## config.mk

```make
export PLATFORM = sky130hd
export DESIGN_NAME = birukee_rtl_vecop_dma
export DESIGN_NICKNAME = d
export VERILOG_FILES = /design/src/rtl/birukee_rtl_vecop_dma.sv
export SDC_FILE = /design/constraint.sdc
export NUM_CORES = 2
export LEC_CHECK = 0
export CAP_MARGIN = 20
export CORE_MARGIN = 2
export CORE_UTILIZATION = 49
export DETAILED_ROUTE_END_ITERATION = 8
export PLACE_DENSITY = 0.75
export SLEW_MARGIN = 20
export SYNTH_ARGS = -nofsm -noshare
export SYNTH_HDL_FRONTEND = slang
export SYNTH_SLANG_ARGS = --single-unit
```

## constraint.sdc

```tcl
create_clock -name clk -period 9 [get_ports clk]
set_input_delay 1.8 -clock clk [delete_from_list [all_inputs] [get_ports clk]]
set_output_delay 1.8 -clock clk [all_outputs]
set_load 0.03 [all_outputs]
```

## src/rtl/birukee_rtl_vecop_dma.sv

```systemverilog
// birukee_rtl_vecop_dma: chunked DMA accelerator combining two vectors lane-wise (add, sub, mul, signed max)
module birukee_rtl_vecop_dma #(
  parameter int DMA_WIDTH  = 64,
  parameter int ELEM_WIDTH = 32,
  parameter int MAX_BURST  = 16
) (
  input  logic                 clk,
  input  logic                 rst,
  input  logic [31:0]          conf_info_len,
  input  logic [31:0]          conf_info_mode,
  input  logic [31:0]          conf_info_in1_base,
  input  logic [31:0]          conf_info_in2_base,
  input  logic [31:0]          conf_info_out_base,
  input  logic                 conf_done,
  output logic                 dma_read_ctrl_valid,
  input  logic                 dma_read_ctrl_ready,
  output logic [31:0]          dma_read_ctrl_data_index,
  output logic [31:0]          dma_read_ctrl_data_length,
  output logic [2:0]           dma_read_ctrl_data_size,
  input  logic                 dma_read_chnl_valid,
  output logic                 dma_read_chnl_ready,
  input  logic [DMA_WIDTH-1:0] dma_read_chnl_data,
  output logic                 dma_write_ctrl_valid,
  input  logic                 dma_write_ctrl_ready,
  output logic [31:0]          dma_write_ctrl_data_index,
  output logic [31:0]          dma_write_ctrl_data_length,
  output logic [2:0]           dma_write_ctrl_data_size,
  output logic                 dma_write_chnl_valid,
  input  logic                 dma_write_chnl_ready,
  output logic [DMA_WIDTH-1:0] dma_write_chnl_data,
  output logic                 acc_done,
  output logic [31:0]          debug
);
  localparam int LANES = DMA_WIDTH / ELEM_WIDTH;
  localparam int PW    = $clog2(MAX_BURST);

  typedef enum logic [3:0] {IDLE, RD_A_REQ, RD_A_DATA, RD_B_REQ, RD_B_DATA, WR_REQ, WR_DATA, DONE} state_t;

  state_t               state_q, state_d;
  logic [1:0]           mode_q;
  logic [31:0]          in1_q, in2_q, out_q, remaining_q, offset_q, chunk;
  logic [15:0]          chunks_q;
  logic [PW-1:0]        ptr_q;
  logic [DMA_WIDTH-1:0] buf_q [MAX_BURST];
  logic [DMA_WIDTH-1:0] op_res;
  logic                 rd_hs, wr_hs, last, unused_mode;

  assign chunk       = remaining_q < 32'(MAX_BURST) ? remaining_q : 32'(MAX_BURST);
  assign last        = 32'(ptr_q) == chunk - 32'd1;
  assign rd_hs       = dma_read_chnl_valid & dma_read_chnl_ready;
  assign wr_hs       = dma_write_chnl_valid & dma_write_chnl_ready;
  assign unused_mode = ^conf_info_mode[31:2];

  function automatic logic [ELEM_WIDTH-1:0] lane_op(input logic [1:0] m, input logic [ELEM_WIDTH-1:0] a, b);
    return m == 2'd0 ? a + b : m == 2'd1 ? a - b : m == 2'd2 ? a * b : ($signed(a) > $signed(b) ? a : b);
  endfunction

  always_comb begin
    op_res = '0;
    for (int i = 0; i < LANES; i++)
      op_res[i*ELEM_WIDTH +: ELEM_WIDTH] = lane_op(mode_q, buf_q[ptr_q][i*ELEM_WIDTH +: ELEM_WIDTH],
                                                   dma_read_chnl_data[i*ELEM_WIDTH +: ELEM_WIDTH]);
  end

  always_comb begin
    state_d = state_q;
    case (state_q)
      IDLE:      if (conf_done) state_d = conf_info_len == 32'd0 ? DONE : RD_A_REQ;
      RD_A_REQ:  if (dma_read_ctrl_ready) state_d = RD_A_DATA;
      RD_A_DATA: if (rd_hs && last) state_d = RD_B_REQ;
      RD_B_REQ:  if (dma_read_ctrl_ready) state_d = RD_B_DATA;
      RD_B_DATA: if (rd_hs && last) state_d = WR_REQ;
      WR_REQ:    if (dma_write_ctrl_ready) state_d = WR_DATA;
      WR_DATA:   if (wr_hs && last) state_d = remaining_q == chunk ? DONE : RD_A_REQ;
      default:   state_d = IDLE;
    endcase
  end

  assign dma_read_ctrl_valid        = state_q == RD_A_REQ || state_q == RD_B_REQ;
  assign dma_read_ctrl_data_index   = (state_q == RD_B_REQ ? in2_q : in1_q) + offset_q;
  assign dma_read_ctrl_data_length  = chunk;
  assign dma_read_ctrl_data_size    = 3'b011;
  assign dma_read_chnl_ready        = state_q == RD_A_DATA || state_q == RD_B_DATA;
  assign dma_write_ctrl_valid       = state_q == WR_REQ;
  assign dma_write_ctrl_data_index  = out_q + offset_q;
  assign dma_write_ctrl_data_length = chunk;
  assign dma_write_ctrl_data_size   = 3'b011;
  assign dma_write_chnl_valid       = state_q == WR_DATA;
  assign dma_write_chnl_data        = dma_write_chnl_valid ? buf_q[ptr_q] : '0;
  assign acc_done                   = state_q == DONE;
  assign debug                      = {state_q, 12'b0, chunks_q};

  always_ff @(posedge clk or negedge rst)
    if (!rst) state_q <= IDLE;
    else state_q <= state_d;

  always_ff @(posedge clk or negedge rst) begin
    if (!rst) begin
      mode_q      <= '0;
      in1_q       <= '0;
      in2_q       <= '0;
      out_q       <= '0;
      remaining_q <= '0;
      offset_q    <= '0;
      chunks_q    <= '0;
      ptr_q       <= '0;
    end else begin
      if (state_q == IDLE && conf_done) begin
        mode_q      <= conf_info_mode[1:0];
        in1_q       <= conf_info_in1_base;
        in2_q       <= conf_info_in2_base;
        out_q       <= conf_info_out_base;
        remaining_q <= conf_info_len;
        offset_q    <= '0;
        chunks_q    <= '0;
      end
      if (rd_hs || wr_hs) ptr_q <= last ? '0 : ptr_q + PW'(1);
      if (wr_hs && last) begin
        offset_q    <= offset_q + chunk;
        remaining_q <= remaining_q - chunk;
        chunks_q    <= chunks_q + 16'd1;
      end
    end
  end

  // Chunk buffer: A beats are stored, B beats overwrite each slot with the combined result
  always_ff @(posedge clk)
    if (rd_hs) buf_q[ptr_q] <= state_q == RD_A_DATA ? dma_read_chnl_data : op_res;
endmodule

```

==> results.toml <==
[clock_tree]
clock_path_buffers = 3
cts_hold_buffers = 0
cts_tree = "done"
cts_sinks = 1209
insertion_delay_ps = 760
htreeDepth = 3
cts_buffers = 114
clkSlewWorstSetupHoldPaths_ps = 70
cts_root_buffer = "clkbuf_16"

[cells_and_area]
ff_latch_area_um2 = 35400
num-nets-final = 10900
areaGrowthSynthToFinish_pct = 20.7
multi_input_area_um2 = 53200
final_core_util_pct = 59.6
fillers = 14700
drive_above_1_share_pct = 18.5

[yosys]
yosysMostFrequentCell = "inv_1"
seq_area_frac_synth_pct = 38.1
synthArstFlopShare_pct = 15.3
yosys_warnings = 0
netlist_area_um2 = 92800
synthCells = 8293
synthTopCellsByArea = "edfxtp_1 33%, fa_1 18%, ha_1 6.4%"
synth_top_area_share_pct = 33.1
ys_types = 94
synth_edf_count = 1024
yosysTopAreaCell = "edfxtp_1"
synth_ff_type = "edfxtp_1"
syn_area_per_cell_um2 = 11.2
ys_ff_latch = 1209
synth_common_cells = "1025 x inv_1, 1024 x edfxtp_1, 987 x nand2_1, 823 x fa_1, 489 x nor2_1"

[worst_setup_path]
worstRegToRegCells = 34
crit_end = "buf_q[5][62]$_DFFE_PP_"
path_depth = 34
cp_max_fo = 8
critPathKind = "flip-flop to flip-flop"
cp.required_ps = 9620
crit_top_cell = "fa_1"
arrival_ps = 9750
end_kind = "flip-flop"
slowest_delay_ps = 530
reg2reg_slack_ps = -130
startpoint_type = "flip-flop"
critPathBufInv = 10
r2r-start = "ptr_q[0]$_DFFE_PN0P_"
cpMaxStageDelayCell = "fa_1"
cp_top_family = "adder cells"
crit_start = "ptr_q[0]$_DFFE_PN0P_"
worstReg2RegEnd = "buf_q[5][62]$_DFFE_PP_"

[timing]
worstMarginPinSlew_ps = 1190
worst_slack_ps = -133
drv_slew = 0
period_share_pct = 101
rsz0062_at_grt = "true"
skew_ps = 44.1
fin_crit_ps = 9130
max_slew_margin_pct = 20.2
setup_violations = 164
finalHoldViolations = 0
max_freq_ghz = 0.109

[route]
ant_nets = 0
drc = 0
vias = 70500
via_per_inst = 5.91
drt_first_pass_iters = 8
wl_per_cell_um = 25.4
routed_wl_mm = 303
drt_iter0_markers = 7745

[floorplan]
initial_core_util_pct = 49.4
rows = 159
die_h_um = 439
die_w_um = 439
die_area_um2 = 193000
fp.coreArea_um2 = 188000
boundaryPins = 466

[status]
violations = "negative setup slack"
status = "finished with violations"

[grt]
grt_max_degree = 79
grt_pass1_vias = 71900
track_usage_pct = 31.2
overflow = 0
antenna_found_initial = 6
grt_pass1_wl_mm = 451

[flow_run]
drv_cap = 0

[place]
gp_congestion = 0.983
dp_hpwl_mm = 221
port_buffers = 362

[min_path]
holdPathStages = 2
hold_path_class = "flip-flop to flip-flop"
kinds of logic (layout without fill, tap and decap cells):
group / after synthesis / in the layout / synth area share, %
DFF: 1209 / 1209 / 38.1
adders and majority gates: 1296 / 1296 / 24.1
AOI/OAI and AO/OA: 1162 / 1164 / 7.80
and+or+nand+nor: 2347 / 2347 / 11.7
muxes: 434 / 434 / 8.34
buffers and inverters: 1533 / 2565 / 6.85
xor gates and xnor gates: 310 / 310 / 3.04
other: 2 / 108 / 0.00809
flip-flops by register name, indices dropped and copies added, names as in the netlist:
name	count
in1_q	32
state_q	3
ptr_q	4
offset_q	32
out_q	32
remaining_q	32
mode_q	2
chunks_q	16
in2_q	32
buf_q	1024
tightest hold or removal path, cell delays in order, from the launching register on:
cell and delay, ps:
dfrtp_1 340, nand2_1 50, nand2_1 60
per-stage QoR:
| stage | instance area (um^2) | cells | TNS, ps | hold WS [ps] | setup slack, ps |
|---|---|---|---|---|---|
| 6_report | 112000 | 11900 | -10920 | 477 | -133 |
| 5_1_grt | 112000 | 11900 | -85050 | 491 | -324 |
| 4_1_cts | 110000 | 11900 | -3920 | 478 | -66.0 |
| 3_5_place_dp | 105000 | 11600 | -336920 | 457 | -1300 |
| 3_3_place_gp | 105000 | 11600 | -306380 | 452 | -1180 |
| 2_1_floorplan | 93400 | 8391 | -48.4 | 440 | -3.03 |
worst min-delay path by stage:
stage                                     start                    end  slack, ps
after global routing       in2_q[5]$_DFFE_PN0P_   in2_q[5]$_DFFE_PN0P_        490
after global placement     in1_q[7]$_DFFE_PN0P_   in1_q[7]$_DFFE_PN0P_        450
final                      in1_q[7]$_DFFE_PN0P_   in1_q[7]$_DFFE_PN0P_        480
after floorplan            in1_q[0]$_DFFE_PN0P_   in1_q[0]$_DFFE_PN0P_        440
after CTS                 in1_q[24]$_DFFE_PN0P_  in1_q[24]$_DFFE_PN0P_        480
after detailed placement  in1_q[24]$_DFFE_PN0P_  in1_q[24]$_DFFE_PN0P_        460
area by class of cell:
cell class                      count  area share [%]
Timing Repair Buffer             1323            11.4
Antenna cell                        8          0.0179
Tap cell                         2495            2.79
Multi-Input combinational cell   5651            47.5
Sequential cell                  1209            31.6
Clock buffer                      143            2.71
Inverter                         1036            3.48
Clock inverter                     63           0.538
cell usage in the layout, fill, tap and decap left out, drive strengths merged, types with 185 or more instances in the layout:
cell,n
a21oi,358
nor2,490
and2,473
nand2,988
o21ai,286
xnor2,212
ha,473
inv,1032
mux4,263
clkdlybuf4s50,361
buf,952
dfrtp,185
edfxtp,1024
fa,823
per-layer routing:
layer	routed length (um)	vias to the layer above	share of wire (%)	global-route usage (%)
met2	140000	4069	46	49.2
met3	31800	763	10	6.19
met5	16	-	0.0053	0
li1	-	30100	-	-
met1	113000	35600	37	41.2
met4	17900	2	5.9	15.4
what timing repair did:
action,CTS,global route
cloned,8,8
pin swaps,126,116
gates resized for setup,203,188
endpoints found under the setup margin,432,544
buffers inserted,86,61
endpoints found under the hold margin,0,0
Power is not shown: default switching activity piles up to over one toggle a cycle in this logic, so the estimate is an artifact.
